==> src/rtl/rv_pkg.sv <==
// rv_pkg: shared definitions for the RV32I fetch/decode front end.
//   - RV32I major opcodes
//   - input_type_e: instruction class reported to execute
//   - ALU operation codes (R-type and OP-IMM share one encoding)
//   - dec_bundle_t: the registered micro-op handed to execute
package rv_pkg;

  localparam logic [6:0] OP_R     = 7'b0110011;
  localparam logic [6:0] OP_I     = 7'b0010011;
  localparam logic [6:0] OP_L     = 7'b0000011;
  localparam logic [6:0] OP_S     = 7'b0100011;
  localparam logic [6:0] OP_B     = 7'b1100011;
  localparam logic [6:0] OP_JALR  = 7'b1100111;
  localparam logic [6:0] OP_JAL   = 7'b1101111;
  localparam logic [6:0] OP_AUIPC = 7'b0010111;
  localparam logic [6:0] OP_LUI   = 7'b0110111;

  typedef enum logic [3:0] {
    IT_R       = 4'd0,
    IT_I       = 4'd1,
    IT_L       = 4'd2,
    IT_S       = 4'd3,
    IT_B       = 4'd4,
    IT_JALR    = 4'd5,
    IT_JAL     = 4'd6,
    IT_AUIPC   = 4'd7,
    IT_LUI     = 4'd8,
    IT_ILLEGAL = 4'd9
  } input_type_e;

  localparam logic [3:0] ALU_ADD  = 4'd0;
  localparam logic [3:0] ALU_SUB  = 4'd1;
  localparam logic [3:0] ALU_SLL  = 4'd2;
  localparam logic [3:0] ALU_SLT  = 4'd3;
  localparam logic [3:0] ALU_SLTU = 4'd4;
  localparam logic [3:0] ALU_XOR  = 4'd5;
  localparam logic [3:0] ALU_SRL  = 4'd6;
  localparam logic [3:0] ALU_SRA  = 4'd7;
  localparam logic [3:0] ALU_OR   = 4'd8;
  localparam logic [3:0] ALU_AND  = 4'd9;

  typedef struct packed {
    logic [31:0] pc;
    input_type_e input_type;
    logic [3:0]  alu_control;
    logic [4:0]  rs1;
    logic [4:0]  rs2;
    logic [4:0]  rd;
    logic [31:0] imm;
    logic        rd_write;
    logic        illegal;
  } dec_bundle_t;

  // alt selects SUB for funct3=0 and SRA for funct3=5; callers only raise it
  // where that alternative is architecturally meaningful.
  function automatic logic [3:0] alu_from_funct3(input logic [2:0] f3, input logic alt);
    logic [3:0] op;
    case (f3)
      3'd0:    op = alt ? ALU_SUB : ALU_ADD;
      3'd1:    op = ALU_SLL;
      3'd2:    op = ALU_SLT;
      3'd3:    op = ALU_SLTU;
      3'd4:    op = ALU_XOR;
      3'd5:    op = alt ? ALU_SRA : ALU_SRL;
      3'd6:    op = ALU_OR;
      default: op = ALU_AND;
    endcase
    return op;
  endfunction

endpackage

==> src/rtl/rv_fetch_decode_if.sv <==
// rv_fetch_decode_if: instruction-memory fetch port, redirect port and the
// decoded-bundle handshake of the front end.
//   master : the fetch/decode unit
//   slave  : instruction memory + execute stage
interface rv_fetch_decode_if #(
  parameter int XLEN = 32
);
  logic [XLEN-1:0] instruction_addr;
  logic            instruction_req;
  logic [31:0]     instruction_read;
  logic            instruction_ready;
  logic            redirect_valid;
  logic [XLEN-1:0] redirect_pc;
  logic            dec_valid;
  logic            dec_ready;
  logic [XLEN-1:0] dec_pc;
  logic [3:0]      dec_input_type;
  logic [3:0]      dec_alu_control;
  logic [4:0]      dec_rs1;
  logic [4:0]      dec_rs2;
  logic [4:0]      dec_rd;
  logic [XLEN-1:0] dec_imm;
  logic            dec_rd_write;
  logic            dec_illegal;

  modport master (
    output instruction_addr, instruction_req,
    input  instruction_read, instruction_ready,
    input  redirect_valid, redirect_pc,
    output dec_valid,
    input  dec_ready,
    output dec_pc, dec_input_type, dec_alu_control, dec_rs1, dec_rs2, dec_rd,
    output dec_imm, dec_rd_write, dec_illegal
  );

  modport slave (
    input  instruction_addr, instruction_req,
    output instruction_read, instruction_ready,
    output redirect_valid, redirect_pc,
    input  dec_valid,
    output dec_ready,
    input  dec_pc, dec_input_type, dec_alu_control, dec_rs1, dec_rs2, dec_rd,
    input  dec_imm, dec_rd_write, dec_illegal
  );
endinterface

==> src/rtl/rv_instr_decoder.sv <==
// rv_instr_decoder: combinational RV32I decoder.
//   instr  in  32-bit instruction word
//   bundle out decoded micro-op; pc field is always 0 (the caller supplies it)
// Illegal encodings collapse to an all-zero bundle with type ILLEGAL and the
// illegal flag set.
module rv_instr_decoder
  import rv_pkg::*;
(
  input  logic [31:0] instr,
  output dec_bundle_t bundle
);

  logic [6:0]  opcode;
  logic [2:0]  f3;
  logic [6:0]  f7;
  logic [31:0] imm_i, imm_s, imm_b, imm_j, imm_u;
  logic        legal;
  logic        writes_rd;

  assign opcode = instr[6:0];
  assign f3     = instr[14:12];
  assign f7     = instr[31:25];
  assign imm_i  = {{20{instr[31]}}, instr[31:20]};
  assign imm_s  = {{20{instr[31]}}, instr[31:25], instr[11:7]};
  assign imm_b  = {{19{instr[31]}}, instr[31], instr[7], instr[30:25], instr[11:8], 1'b0};
  assign imm_j  = {{11{instr[31]}}, instr[31], instr[19:12], instr[20], instr[30:21], 1'b0};
  assign imm_u  = {instr[31:12], 12'b0};

  always_comb begin
    bundle    = '0;
    legal     = 1'b1;
    writes_rd = 1'b0;
    case (opcode)
      OP_R: begin
        bundle.input_type  = IT_R;
        bundle.rs1         = instr[19:15];
        bundle.rs2         = instr[24:20];
        bundle.rd          = instr[11:7];
        bundle.alu_control = alu_from_funct3(f3, f7[5]);
        writes_rd          = 1'b1;
        legal = (f7 == 7'h00) || ((f7 == 7'h20) && ((f3 == 3'd0) || (f3 == 3'd5)));
      end
      OP_I: begin
        bundle.input_type  = IT_I;
        bundle.rs1         = instr[19:15];
        bundle.rd          = instr[11:7];
        bundle.imm         = imm_i;
        // funct7 only carries meaning for the shift-immediates; no SUBI exists.
        bundle.alu_control = alu_from_funct3(f3, (f3 == 3'd5) && f7[5]);
        writes_rd          = 1'b1;
        if (f3 == 3'd1) legal = (f7 == 7'h00);
        if (f3 == 3'd5) legal = (f7 == 7'h00) || (f7 == 7'h20);
      end
      OP_L: begin
        bundle.input_type  = IT_L;
        bundle.rs1         = instr[19:15];
        bundle.rd          = instr[11:7];
        bundle.imm         = imm_i;
        bundle.alu_control = {1'b0, f3};
        writes_rd          = 1'b1;
        legal = !((f3 == 3'd3) || (f3 == 3'd6) || (f3 == 3'd7));
      end
      OP_S: begin
        bundle.input_type  = IT_S;
        bundle.rs1         = instr[19:15];
        bundle.rs2         = instr[24:20];
        bundle.imm         = imm_s;
        bundle.alu_control = {1'b0, f3};
        legal = (f3 <= 3'd2);
      end
      OP_B: begin
        bundle.input_type  = IT_B;
        bundle.rs1         = instr[19:15];
        bundle.rs2         = instr[24:20];
        bundle.imm         = imm_b;
        bundle.alu_control = {1'b0, f3};
        legal = !((f3 == 3'd2) || (f3 == 3'd3));
      end
      OP_JALR: begin
        bundle.input_type = IT_JALR;
        bundle.rs1        = instr[19:15];
        bundle.rd         = instr[11:7];
        bundle.imm        = imm_i;
        writes_rd         = 1'b1;
        legal = (f3 == 3'd0);
      end
      OP_JAL: begin
        bundle.input_type = IT_JAL;
        bundle.rd         = instr[11:7];
        bundle.imm        = imm_j;
        writes_rd         = 1'b1;
      end
      OP_AUIPC: begin
        bundle.input_type = IT_AUIPC;
        bundle.rd         = instr[11:7];
        bundle.imm        = imm_u;
        writes_rd         = 1'b1;
      end
      OP_LUI: begin
        bundle.input_type = IT_LUI;
        bundle.rd         = instr[11:7];
        bundle.imm        = imm_u;
        writes_rd         = 1'b1;
      end
      default: legal = 1'b0;
    endcase

    // Writes to x0 are architecturally discarded, so never request them.
    bundle.rd_write = writes_rd && (instr[11:7] != 5'd0);

    if (!legal) begin
      bundle            = '0;
      bundle.input_type = IT_ILLEGAL;
      bundle.illegal    = 1'b1;
    end
  end

endmodule

==> src/rtl/rv_fetch_decode.sv <==
// rv_fetch_decode: RV32I fetch/decode front end.
//   clk, reset : clock and synchronous active-high reset
//   bus        : rv_fetch_decode_if.master
//     instruction_addr/req/read/ready : fetch port (addr is the current PC)
//     redirect_valid/redirect_pc      : control-flow redirect from execute
//     dec_valid/dec_ready + dec_*     : registered decoded bundle to execute
// Fetched words go into an IQ_DEPTH-entry circular queue; the head is decoded
// and loaded into the output register whenever that register is free or
// being consumed. A redirect flushes the queue and the output register.
module rv_fetch_decode
  import rv_pkg::*;
#(
  parameter int          XLEN         = 32,
  parameter logic [31:0] RESET_VECTOR = 32'h0,
  parameter int          IQ_DEPTH     = 2
) (
  input  logic             clk,
  input  logic             reset,
  rv_fetch_decode_if.master bus
);

  if (XLEN != 32) begin : g_xlen_chk
    $error("rv_fetch_decode: only XLEN=32 is supported");
  end
  if ((IQ_DEPTH < 2) || ((IQ_DEPTH & (IQ_DEPTH - 1)) != 0)) begin : g_depth_chk
    $error("rv_fetch_decode: IQ_DEPTH must be a power of two >= 2");
  end

  localparam int PTR_W = $clog2(IQ_DEPTH);
  localparam int CNT_W = PTR_W + 1;

  logic [XLEN-1:0]  pc_q, pc_d;
  logic [CNT_W-1:0] count_q, count_d;
  logic [PTR_W-1:0] rd_ptr_q, rd_ptr_d;
  logic [PTR_W-1:0] wr_ptr_q, wr_ptr_d;
  logic             dec_valid_q, dec_valid_d;
  dec_bundle_t      dec_q, dec_d;

  logic [XLEN-1:0]  iq_pc_q    [IQ_DEPTH];
  logic [31:0]      iq_instr_q [IQ_DEPTH];

  logic             fetch_req;
  logic             push;
  logic             pop;
  dec_bundle_t      head_dec;

  rv_instr_decoder u_decoder (
    .instr  (iq_instr_q[rd_ptr_q]),
    .bundle (head_dec)
  );

  always_comb begin
    // Request uses registered occupancy only, so a full queue never pushes
    // even when the head is popped in the same cycle.
    fetch_req   = (count_q < CNT_W'(IQ_DEPTH)) && !bus.redirect_valid;
    push        = fetch_req && bus.instruction_ready;
    pop         = (count_q != '0) && (!dec_valid_q || bus.dec_ready) && !bus.redirect_valid;

    pc_d        = pc_q;
    count_d     = count_q;
    rd_ptr_d    = rd_ptr_q;
    wr_ptr_d    = wr_ptr_q;
    dec_valid_d = dec_valid_q;
    dec_d       = dec_q;

    if (bus.redirect_valid) begin
      pc_d        = bus.redirect_pc & ~XLEN'(3);
      count_d     = '0;
      rd_ptr_d    = '0;
      wr_ptr_d    = '0;
      dec_valid_d = 1'b0;
    end else begin
      if (push) begin
        pc_d     = pc_q + XLEN'(4);
        wr_ptr_d = wr_ptr_q + 1'b1;
      end
      if (pop) begin
        rd_ptr_d    = rd_ptr_q + 1'b1;
        dec_d       = head_dec;
        dec_d.pc    = iq_pc_q[rd_ptr_q];
        dec_valid_d = 1'b1;
      end else if (bus.dec_ready) begin
        dec_valid_d = 1'b0;
      end
      count_d = count_q + CNT_W'(push) - CNT_W'(pop);
    end
  end

  // ---- fetch / queue / decode register boundary ----
  always_ff @(posedge clk) begin
    if (reset) begin
      pc_q        <= RESET_VECTOR;
      count_q     <= '0;
      rd_ptr_q    <= '0;
      wr_ptr_q    <= '0;
      dec_valid_q <= 1'b0;
      dec_q       <= '0;
    end else begin
      pc_q        <= pc_d;
      count_q     <= count_d;
      rd_ptr_q    <= rd_ptr_d;
      wr_ptr_q    <= wr_ptr_d;
      dec_valid_q <= dec_valid_d;
      dec_q       <= dec_d;
    end
  end

  // Queue storage needs no reset: occupancy is tracked by count_q.
  always_ff @(posedge clk) begin
    if (push && !reset) begin
      iq_pc_q[wr_ptr_q]    <= pc_q;
      iq_instr_q[wr_ptr_q] <= bus.instruction_read;
    end
  end

  assign bus.instruction_addr = pc_q;
  assign bus.instruction_req  = fetch_req;
  assign bus.dec_valid        = dec_valid_q;
  assign bus.dec_pc           = dec_q.pc;
  assign bus.dec_input_type   = dec_q.input_type;
  assign bus.dec_alu_control  = dec_q.alu_control;
  assign bus.dec_rs1          = dec_q.rs1;
  assign bus.dec_rs2          = dec_q.rs2;
  assign bus.dec_rd           = dec_q.rd;
  assign bus.dec_imm          = dec_q.imm;
  assign bus.dec_rd_write     = dec_q.rd_write;
  assign bus.dec_illegal      = dec_q.illegal;

endmodule

==> src/flat_wrapper.sv <==
// flat-port wrapper written by rule: the top's interface ports become plain ports
module rv_fetch_decode_flat import rv_pkg::*;
#(
  parameter int          XLEN         = 32,
  parameter logic [31:0] RESET_VECTOR = 32'h0,
  parameter int          IQ_DEPTH     = 2
)
  (clk, reset, bus_instruction_addr, bus_instruction_req, bus_instruction_read, bus_instruction_ready, bus_redirect_valid, bus_redirect_pc, bus_dec_valid, bus_dec_ready, bus_dec_pc, bus_dec_input_type, bus_dec_alu_control, bus_dec_rs1, bus_dec_rs2, bus_dec_rd, bus_dec_imm, bus_dec_rd_write, bus_dec_illegal);
  rv_fetch_decode_if #(.XLEN(XLEN)) bus_i ();
  input  logic clk;
  input  logic reset;
  output wire logic [$bits(bus_i.instruction_addr)-1:0] bus_instruction_addr;
  output wire logic [$bits(bus_i.instruction_req)-1:0] bus_instruction_req;
  input wire logic [$bits(bus_i.instruction_read)-1:0] bus_instruction_read;
  input wire logic [$bits(bus_i.instruction_ready)-1:0] bus_instruction_ready;
  input wire logic [$bits(bus_i.redirect_valid)-1:0] bus_redirect_valid;
  input wire logic [$bits(bus_i.redirect_pc)-1:0] bus_redirect_pc;
  output wire logic [$bits(bus_i.dec_valid)-1:0] bus_dec_valid;
  input wire logic [$bits(bus_i.dec_ready)-1:0] bus_dec_ready;
  output wire logic [$bits(bus_i.dec_pc)-1:0] bus_dec_pc;
  output wire logic [$bits(bus_i.dec_input_type)-1:0] bus_dec_input_type;
  output wire logic [$bits(bus_i.dec_alu_control)-1:0] bus_dec_alu_control;
  output wire logic [$bits(bus_i.dec_rs1)-1:0] bus_dec_rs1;
  output wire logic [$bits(bus_i.dec_rs2)-1:0] bus_dec_rs2;
  output wire logic [$bits(bus_i.dec_rd)-1:0] bus_dec_rd;
  output wire logic [$bits(bus_i.dec_imm)-1:0] bus_dec_imm;
  output wire logic [$bits(bus_i.dec_rd_write)-1:0] bus_dec_rd_write;
  output wire logic [$bits(bus_i.dec_illegal)-1:0] bus_dec_illegal;
  assign bus_instruction_addr = bus_i.instruction_addr;
  assign bus_instruction_req = bus_i.instruction_req;
  assign bus_i.instruction_read = bus_instruction_read;
  assign bus_i.instruction_ready = bus_instruction_ready;
  assign bus_i.redirect_valid = bus_redirect_valid;
  assign bus_i.redirect_pc = bus_redirect_pc;
  assign bus_dec_valid = bus_i.dec_valid;
  assign bus_i.dec_ready = bus_dec_ready;
  assign bus_dec_pc = bus_i.dec_pc;
  assign bus_dec_input_type = bus_i.dec_input_type;
  assign bus_dec_alu_control = bus_i.dec_alu_control;
  assign bus_dec_rs1 = bus_i.dec_rs1;
  assign bus_dec_rs2 = bus_i.dec_rs2;
  assign bus_dec_rd = bus_i.dec_rd;
  assign bus_dec_imm = bus_i.dec_imm;
  assign bus_dec_rd_write = bus_i.dec_rd_write;
  assign bus_dec_illegal = bus_i.dec_illegal;
  rv_fetch_decode #(.XLEN(XLEN), .RESET_VECTOR(RESET_VECTOR), .IQ_DEPTH(IQ_DEPTH)) u_core (.clk(clk), .reset(reset), .bus(bus_i));
endmodule
==> config.mk <==
export PLATFORM = sky130hd
export DESIGN_NAME = rv_fetch_decode_flat
export DESIGN_NICKNAME = d
export VERILOG_FILES = /design/src/rtl/rv_pkg.sv /design/src/rtl/rv_fetch_decode_if.sv /design/src/rtl/rv_instr_decoder.sv /design/src/rtl/rv_fetch_decode.sv /design/src/flat_wrapper.sv
export SDC_FILE = /design/constraint.sdc
export NUM_CORES = 1
export LEC_CHECK = 0
export CORE_MARGIN = 1.5
export CORE_UTILIZATION = 52
export DETAILED_ROUTE_END_ITERATION = 8
export PLACE_DENSITY = 0.8
export REMOVE_ABC_BUFFERS = 1
export SYNTH_ARGS = -nofsm -noshare
export SYNTH_HDL_FRONTEND = slang
export SYNTH_SLANG_ARGS = --single-unit
==> constraint.sdc <==
create_clock -name clk -period 12 [get_ports clk]
set_input_delay 2.4 -clock clk [delete_from_list [all_inputs] [get_ports clk]]
set_output_delay 2.4 -clock clk [all_outputs]
set_load 0.02 [all_outputs]
==> metrics <==
largest cells by area after synthesis=edfxtp_1 (36%), dfxtp_1 (24%), mux2i_1 (4.5%); Mean Syn Cell Area=roughly 11 um^2; Yosys reg bits=247; routed vias/inst=5.62; CP arrival=3.62 ns; WP depth=4; post-synthesis sequential area ratio=0.599; wire per inst=around 18 um; Slew @ Worst Pin=between 1 and 1.5 ns; Distinct cells, synth=between 70 and 80; Final WS setup=about 6.0 ns; Yosys top cell by area=edfxtp_1; GR Util All Layers=0.233; path depth of the worst reg2reg path=10; P_leak=between 4 and 5 nW; clk buf depth=3; FP Rows=~50; CP top delay family=buffers and inverters; Initial Utilization=0.530; Post-synth top cells=edfxtp_1 (124), dfxtp_1 (123), nor2_1 (107); critical path's largest stage delay=roughly 0.56 ns; Tmin final=between 6 and 7 ns; H-Tree Depth=1; Fmax=between 0.15 and 0.2 GHz; setup TNS=0 ns; initial antenna violation count=2; die width=between 100 and 150 um; RSZ-0062 raised after global routing=no; routed wire length=between 20000 and 25000 um; prevailing post-synth register cell=edfxtp_1; CP max FO=57; most common cell in the synthesized netlist=edfxtp_1; CP Class=input port to output pin; yosys warns=0; antenna viol nets, final=0; Post-CTS Resized=0; share of layout cells above drive strength 1=0.109; Final setup viols=0; pin count of the biggest net entering global routing=63; Vias=around 7.7k; Syn Inst Count=a little over 900; Hold Buf Count CTS=0; reg-to-reg critical path endpoint=u_core.bus.dec_imm[10]$_SDFFE_PP0P_; Hold Vio Cnt, Final=0; final net count=around 1.2k; Worst Path Required=9.60 ns; vias in the first global route=around 7.2k; number of port buffers=185; Crit-path slowest cell=clkdlybuf4s50_1; I/O pin total=around 190; worst setup path endpoint=bus_instruction_req; Pwr per Cell Area=between 100 and 150 nW/um^2; worst path bufs/invs=3; Post-Syn Area=a little over 10000 um^2; clock root buffer master=clkbuf_16; clock skew=between 0.01 and 0.015 ns; flop-to-flop setup slack=a little over 8 ns; detailed router's first-iteration violation count=a little under 500; CTS sink count=around 250; total CTS buffers=26; period utilization=0.502; ys async rst share=0; die height=~140 um; clk slew on worst S/H paths=~0.060 ns; status=completed; GRT overflow=0; Worst setup SP type=input port; HP Class=register to register; peak supply drop=roughly 0.13 mV; worst slack, placed=~6 ns; fin. max-slew vios=0; Core ar.=19500 um^2; first-pass GRT wire length=roughly 38000 um; area delta synth->final=27.7%; Yosys top cell area share=0.361; Worst Setup End Kind=output pin; MaxCap Viol Count=0; post-CTS setup buffer count=0; CTS tree=yes; GP Congestion=around 0.8; worst setup path startpoint=bus_redirect_valid; Slew headroom=0.306; DRC Markers=0; DP HPWL=15900 um; WHS=about 0.45 ns; EDFF count, synth=approximately 120; DR pass1 iterations=5; cells along the critical path=buf_2 > buf_4 > nor2_1 > clkdlybuf4s50_1; Die ar.=~21000 um^2; Worst-Skew Late Latency=0.53 ns
==> stage by stage <==
step	cell area (um^2)	utilization	std cells	power (W)
5_1_grt	13200	0.677	1366	0.00190
6_report	13200	0.677	1367	0.00184
3_5_place_dp	12300	0.634	1320	0.00108
3_3_place_gp	12300	0.634	1320	0.00108
4_1_cts	13200	0.677	1366	0.00185
2_1_floorplan	10000	-	857	0.00101
==> worst register-to-register path, stage by stage (launching register included) <==
cell       delay [ns]
dfxtp_2          0.32
buf_4            0.58
or3b_1           0.52
o2bb2ai_1        0.16
buf_4            0.18
nor3_2           0.69
nor2_1           0.13
a211oi_2         0.32
o21ai_4          0.10
buf_4            0.30
o31ai_1          0.33
==> cells in the final DEF (no fill, tap or decap), types with 4 or more instances in the layout <==
cell type / Yosys / final
clkbuf_1: 32 / 4
o21ai_0: 23 / 23
a211oi_1: 34 / 34
nand2_1: 94 / 94
nand4b_1: 7 / 7
o31ai_1: 8 / 8
dfxtp_1: 123 / 121
conb_1: 1 / 4
xnor2_1: 15 / 15
mux2i_1: 46 / 46
o21ai_1: 11 / 11
or3_1: 6 / 6
clkbuf_16: 0 / 26
edfxtp_1: 124 / 124
clkinv_2: 0 / 5
nor2b_1: 9 / 9
a21oi_1: 41 / 41
nand3_1: 12 / 12
and3_1: 7 / 7
inv_1: 7 / 7
nand2b_1: 4 / 4
clkdlybuf4s50_1: 0 / 183
buf_4: 5 / 14
nand4_1: 11 / 11
xor2_1: 15 / 15
nor2_1: 107 / 106
a22oi_1: 4 / 4
o21ai_2: 33 / 32
and4_1: 4 / 4
nor4_1: 8 / 7
o21a_1: 11 / 11
nor3_1: 9 / 9
clkbuf_8: 0 / 5
o22a_1: 4 / 4
mux2_2: 14 / 14
==> where the power goes <==
part | total [W] | internal, W | leakage (nW) | switching (W)
Combinational | 0.000140 | 0.0000647 | 1.75 | 0.0000753
Sequential | 0.000928 | 0.000909 | 2.12 | 0.0000194
Clock | 0.000772 | 0.000450 | 0.412 | 0.000322
Total | 0.00184 | 0.00142 | 4.28 | 0.000416
==> state kept, by name (all words and copies together), names as in the netlist, 2 cells and up, named ones only <==
name,count
u_core.bus.dec_pc,30
u_core.bus.dec_input_type,4
u_core.bus.dec_rs2,5
u_core.bus.dec_rs1,5
u_core.count_q,2
u_core.iq_instr_q,64
u_core.bus.dec_imm,32
u_core.bus.dec_rd,5
u_core.bus.instruction_addr,30
u_core.bus.dec_alu_control,4
u_core.iq_pc_q,60
==> final cells by class <==
cell class              instances  area (um^2)
diodes                          1         2.50
inverters                       8         30.0
well taps                     265          332
flip-flops and latches        247         6190
multi-input cells             602         3850
repair buffers                198         1940
clock buffers                  35          734
clock inverters                11         95.1
fillers                      1462         6280
==> layer usage <==
layer,vias up,track usage,wire length [um]
met5,-,0,13
met4,2,0.0623,545
met3,38,0.0573,2060
met2,321,0.391,11600
met1,3653,0.300,10100
li1,3675,-,-
==> logic make-up (layout without fill, tap and decap cells) <==
family / after synthesis / count (layout) / share of synthesized area
and+or+nand+nor: 300 / 300 / 0.138
muxes: 63 / 63 / 0.0645
xor gates and xnor gates: 30 / 30 / 0.0255
buffers and inverters: 65 / 252 / 0.0309
DFF: 247 / 247 / 0.599
AOI/OAI and AO/OA: 202 / 202 / 0.137
adders and majority gates: 3 / 3 / 0.00364
other: 1 / 5 / 0.000363
==> how the worst min path moves through the flow <==
stage / cells past startpoint / to / startpoint / slack (ns)
after CTS: 2 / u_core.bus.dec_rs1[4]$_SDFFE_PP0P_ / u_core.bus.dec_rs1[4]$_SDFFE_PP0P_ / 0.45
after global placement: 2 / u_core.bus.dec_imm[0]$_SDFFE_PP0P_ / u_core.bus.dec_imm[0]$_SDFFE_PP0P_ / 0.44
after floorplan: 2 / u_core.bus.dec_rd[2]$_SDFFE_PP0P_ / u_core.bus.dec_rd[2]$_SDFFE_PP0P_ / 0.52
after global routing: 2 / u_core.bus.dec_input_type[1]$_SDFFE_PP0P_ / u_core.bus.dec_input_type[1]$_SDFFE_PP0P_ / 0.48
after detailed placement: 2 / u_core.bus.dec_rs1[4]$_SDFFE_PP0P_ / u_core.bus.dec_rs1[4]$_SDFFE_PP0P_ / 0.44
final: 2 / u_core.bus.dec_rs1[0]$_SDFFE_PP0P_ / u_core.bus.dec_rs1[0]$_SDFFE_PP0P_ / 0.45
Note: power is estimated with default switching activity, not from simulation.
